## config.mk

```make
export PLATFORM = sky130hd
export DESIGN_NAME = trb_mem_arbiter
export DESIGN_NICKNAME = d
export VERILOG_FILES = /design/src/rtl/trb_mem_arbiter.sv
export SDC_FILE = /design/constraint.sdc
export NUM_CORES = 1
export LEC_CHECK = 0
export BUFFER_PORTS_ARGS = -buffer_cell sky130_fd_sc_hd__buf_2
export CORE_MARGIN = 8
export CORE_UTILIZATION = 49
export DETAILED_ROUTE_END_ITERATION = 10
export GPL_ROUTABILITY_DRIVEN = 1
export PLACE_DENSITY = 0.81
export SETUP_SLACK_MARGIN = 0.2
export SLEW_MARGIN = 25
export SYNTH_ARGS = -nofsm -noshare
export SYNTH_HDL_FRONTEND = slang
export SYNTH_SLANG_ARGS = --single-unit
export TNS_END_PERCENT = 10
```

## constraint.sdc

```tcl
create_clock -name CLK_I -period 1.8 [get_ports CLK_I]
set_input_delay 0.18 -clock CLK_I [delete_from_list [all_inputs] [get_ports CLK_I]]
set_output_delay 0.18 -clock CLK_I [all_outputs]
set_load 0.03 [all_outputs]
```

## src/rtl/trb_mem_arbiter.sv

```systemverilog
// Arbiter/sequencer for the single-port trace buffer RAM: logger swaps vs. interface reads/writes.
// Every access runs IDLE -> ACCESS -> RESP, so one access completes per three cycles.
module trb_mem_arbiter #(
    parameter int TRB_WIDTH = 32,
    parameter int TRB_DEPTH = 1024,
    localparam int AW = $clog2(TRB_DEPTH)
) (
    input  logic                 CLK_I,
    input  logic                 RST_NI,
    input  logic                 LOG_REQ_I,
    input  logic [AW-1:0]        LOG_PTR_I,
    input  logic [TRB_WIDTH-1:0] LOG_DATA_I,
    output logic                 LOG_TURN_O,
    output logic [TRB_WIDTH-1:0] LOG_DATA_O,
    input  logic                 IF_REQ_I,
    input  logic                 IF_WE_I,
    input  logic [AW-1:0]        IF_PTR_I,
    input  logic [TRB_WIDTH-1:0] IF_DATA_I,
    output logic                 IF_ACK_O,
    output logic [TRB_WIDTH-1:0] IF_DATA_O,
    output logic                 MEM_EN_O,
    output logic                 MEM_WE_O,
    output logic [AW-1:0]        MEM_ADDR_O,
    output logic [TRB_WIDTH-1:0] MEM_WDATA_O,
    input  logic [TRB_WIDTH-1:0] MEM_RDATA_I,
    output logic                 BUSY_O
);

    typedef enum logic [1:0] {
        ST_IDLE   = 2'd0,
        ST_ACCESS = 2'd1,
        ST_RESP   = 2'd2
    } state_t;

    state_t                 r_state;
    logic                   r_last_log;
    logic                   r_own_log;
    logic [AW-1:0]          r_addr;
    logic [TRB_WIDTH-1:0]   r_wdata;
    logic                   r_we;
    logic                   r_mem_en;
    logic                   r_busy;
    logic                   r_log_turn;
    logic                   r_if_ack;
    logic [TRB_WIDTH-1:0]   r_log_data;
    logic [TRB_WIDTH-1:0]   r_if_data;

    logic                   w_grant_log;
    logic                   w_grant_if;

    // On contention the requester that did not win last time goes first.
    assign w_grant_log = LOG_REQ_I && (!IF_REQ_I || !r_last_log);
    assign w_grant_if  = IF_REQ_I && !w_grant_log;

    always_ff @(posedge CLK_I or negedge RST_NI) begin
        if (!RST_NI) begin
            r_state    <= ST_IDLE;
            r_last_log <= 1'b0;
            r_own_log  <= 1'b0;
            r_addr     <= '0;
            r_wdata    <= '0;
            r_we       <= 1'b0;
            r_mem_en   <= 1'b0;
            r_busy     <= 1'b0;
            r_log_turn <= 1'b0;
            r_if_ack   <= 1'b0;
            r_log_data <= '0;
            r_if_data  <= '0;
        end else begin
            r_log_turn <= 1'b0;
            r_if_ack   <= 1'b0;
            case (r_state)
                ST_IDLE: begin
                    if (w_grant_log || w_grant_if) begin
                        r_own_log  <= w_grant_log;
                        r_last_log <= w_grant_log;
                        r_addr     <= w_grant_log ? LOG_PTR_I : IF_PTR_I;
                        r_wdata    <= w_grant_log ? LOG_DATA_I : IF_DATA_I;
                        r_we       <= w_grant_log ? 1'b1 : IF_WE_I;
                        r_mem_en   <= 1'b1;
                        r_busy     <= 1'b1;
                        r_state    <= ST_ACCESS;
                    end
                end
                ST_ACCESS: begin
                    r_mem_en   <= 1'b0;
                    r_we       <= 1'b0;
                    r_log_turn <= r_own_log;
                    r_if_ack   <= !r_own_log;
                    r_state    <= ST_RESP;
                end
                ST_RESP: begin
                    if (r_own_log) r_log_data <= MEM_RDATA_I;
                    else           r_if_data  <= MEM_RDATA_I;
                    r_busy  <= 1'b0;
                    r_state <= ST_IDLE;
                end
                default: begin
                    r_mem_en <= 1'b0;
                    r_we     <= 1'b0;
                    r_busy   <= 1'b0;
                    r_state  <= ST_IDLE;
                end
            endcase
        end
    end

    // RAM data arrives in RESP, the same cycle as the strobe, so it is forwarded
    // while the strobe is high and held from the register afterwards.
    assign LOG_DATA_O  = r_log_turn ? MEM_RDATA_I : r_log_data;
    assign IF_DATA_O   = r_if_ack ? MEM_RDATA_I : r_if_data;
    assign LOG_TURN_O  = r_log_turn;
    assign IF_ACK_O    = r_if_ack;
    assign MEM_EN_O    = r_mem_en;
    assign MEM_WE_O    = r_we;
    assign MEM_ADDR_O  = r_addr;
    assign MEM_WDATA_O = r_wdata;
    assign BUSY_O      = r_busy;

endmodule

```

==> summary.md <==
| Metric | Value |
|---|---|
| Outcome | `finished, final reports clean` |
| Async SR Flop Fraction | `100.0%` |
| # IOs | `232` |
| Setup slack, reg-to-reg | `0.10 ns` |
| Final WS setup | `0.04878 ns` |
| Core footprint | `11810 µm²` |
| Part of the Yosys area used for sequential elements | `48.93%` |
| Launch point of the critical path | `IF_ACK_O` |
| Pleak | `0.004005 µW` |
| Synthesis-stage register bit count | `~110` |
| Antenna cells | `0` |
| Critical path fanouts, max | `5` |
| TritonCTS clock tree | `done` |
| Mean area per synthesized cell | `15.80 µm²` |
| First-pass GRT wire length | `23360 µm` |
| Layout cells sized above 1 | `79.23%` |
| Largest area contributor in the netlist | `dfrtp_1` |
| Root buf cell | `clkbuf_16` |
| CP bufs+invs | `3` |
| Power density cells | `roughly 2300 nW/µm²` |
| Max-cap violations | `0` |
| Antenna Violating Nets Remaining | `0` |
| Setup WS pre-CTS | `0.07901 ns` |
| CP max stage cell | `dfrtp_2` |
| RSZ-0062 raised after global routing | `true` |
| Maximum VDD drop | `1.080 mV` |
| Clk sinks | `114` |
| Deepest clock path buffer count | `2` |
| Ys Warns | `0` |
| DR pass1 iterations | `4` |
| Rel. slew slack | `between 70% and 80%` |
| DR WL/cell | `18.74 µm` |
| Min Clock Period, post-route | `around 1.8 ns` |
| Worst path max stage delay | `0.43 ns` |
| Hold Fails Final Rpt | `0` |
| GRT Residual Overflow | `0` |
| Inserted Clock Buffers | `17` |
| Hold endpoint | `r_own_log` |
| Detailed Route WL | `between 10000 and 15000 µm` |
| Chip height | `~130 µm` |
| DRC | `0` |
| GR Util All Layers | `between 10% and 20%` |
| Largest net degree at the start of global routing | `60` |
| Count leader, synth | `mux2_2` |
| Die W | `125.1 µm` |
| Critical Path AT | `1.57 ns` |
| Synth area leaders | `dfrtp_1, mux2_2, mux2_4` |
| Final setup violation count | `0` |
| Worst hold path depth | `2` |
| Clock transition at the registers of the reported paths | `0.05 ns` |
| CTS H-tree lvls | `4` |
| Hpwl dp | `~10000 µm` |
| WP data required | `1.62 ns` |
| Critical path startpoint category | `flop` |
| Max Fclk | `between 500 and 600 MHz` |
| Vias | `around 4000` |
| Initial Util | `between 40% and 50%` |
| Synthesized instance count | `369` |
| Initial antenna violation count | `0` |
| Crit-path cells | `buf_6, clkbuf_16, mux2_4, buf_6` |
| Fin. max-slew vios | `0` |
| Crit path max-delay family | `buffers and inverters` |
| Post-Syn Nets | `490` |
| Final Power | `18450 µW` |
| Row count | `40` |
| Hold Crit Class | `primary input to flop` |
| DP Area | `between 7000 and 8000 µm²` |
| Die Area | `15650 µm²` |
| IO buf count | `231` |
| Worst skew pair latency | `0.40 ns` |
| EDFF count, synth | `0` |
| Yosys top cell area share | `roughly half` |
| Post-synth top cells | `mux2_2, dfrtp_1, mux2_4` |
| Routability cong. | `0.7106` |
| Setup CP Type | `flop to output port` |
| Nets | `~730` |
| Vias in the first global route | `4678` |
| Synth-to-layout area growth | `39.61%` |
| Least-Margin Pin Slew | `0.3086 ns` |
| Netlist cell types | `23` |
| Most Frequent Cell on Critical Path | `buf_6` |
| Hold Startpoint | `IF_REQ_I` |
| Reg2reg end | `MEM_WDATA_O[14]` |
| FF-to-FF path depth | `4` |
| Fin crit share | `97.29%` |
| Post-Syn Area | `5831 µm²` |
| Clock skew | `about 0.0086 ns` |
| Crit end category | `output port` |
| Vias/cell | `between 5 and 6` |
| 1st-iter DRT viols | `125` |
| Crit Reg-Reg Startpoint | `r_own_log` |
| Predominant post-synthesis flop cell | `dfrtp_1` |
| Final Cell Area | `approximately 8100 µm²` |
## logic make-up (layout without fill, tap and decap cells)
| logic type | after synthesis | after routing | share of synthesized area (%) |
|---|---|---|---|
| compound gates | 8 | 8 | 0.8798 |
| buf+inv | 28 | 285 | 3.391 |
| flops | 114 | 114 | 48.93 |
| mux | 212 | 212 | 45.97 |
| simple gates | 7 | 7 | 0.8370 |
## state kept, by name (all words and copies together), names as in the netlist
register     count
BUSY_O           1
IF_ACK_O         1
LOG_TURN_O       1
MEM_ADDR_O      10
MEM_EN_O         1
MEM_WDATA_O     32
MEM_WE_O         1
r_if_data       32
r_log_data      32
r_own_log        1
r_state          2
## through the flow
stage                     utilization (%)  instances  hold slack, ns  setup TNS (ns)
final                               68.92        773         0.03584               0
after global routing                68.92        773         0.01570       -0.007664
after detailed placement            60.74        735         0.05234               0
after CTS                           67.84        771         0.01529               0
after global placement              60.74        735         0.04630               0
after floorplan                         -        369         -0.1156               0
## timing repair
| item | CTS | global route |
|---|---|---|
| setup buffers | 2 | 0 |
| endpoints found under the hold margin | 114 | 0 |
| setup endpoints to repair | 106 | 106 |
| gates cloned | 1 | 2 |
| gates resized for setup | 38 | 22 |
| hold buffers | 1 | 0 |
## placed cells by master (no fill, tap or decap), types with 2 or more instances in the layout
master / n
clkbuf_8: 3
buf_2: 210
nor2b_1: 2
buf_4: 3
clkbuf_16: 19
o21ai_0: 2
mux2_4: 86
buf_12: 9
dfrtp_1: 113
buf_6: 23
clkinvlp_4: 3
clkinv_4: 3
mux2_2: 126
inv_1: 3
bufinv_16: 5
## power by group
part,internal (µW),switching [µW]
registers,3900,750
clock network,2570,1170
logic,4640,5420
total,11100,7350
## cell type report
cell class / count / area [µm²]
inverter: 4 / 15.01
fill: 807 / 3671
clock buffer: 20 / 466.7
clock inverter: 12 / 203.9
sequential: 114 / 2854
multi-input combinational: 227 / 2816
timing repair buffer: 249 / 1600
tap: 147 / 183.9
## routing by layer
metal / share of wire (%) / track usage (%)
met2: 51 / 31.51
met1: 41 / 20.24
met3: 8.0 / 8.330
met4: 0.86 / 5.158
met5: 0 / 0
## how the worst max path moves through the flow
stage                 endpoint  slack, ns  cells past startpoint
6_report         IF_DATA_O[17]       0.05                      4
4_1_cts          LOG_DATA_O[1]       0.03                      3
3_5_place_dp   MEM_WDATA_O[15]       0.08                      4
3_3_place_gp   MEM_WDATA_O[13]       0.17                      4
2_1_floorplan   LOG_DATA_O[10]       0.11                      3
5_1_grt           IF_DATA_O[6]     -0.003                      4
No activity file was read; power rests on OpenSTA's default activity.
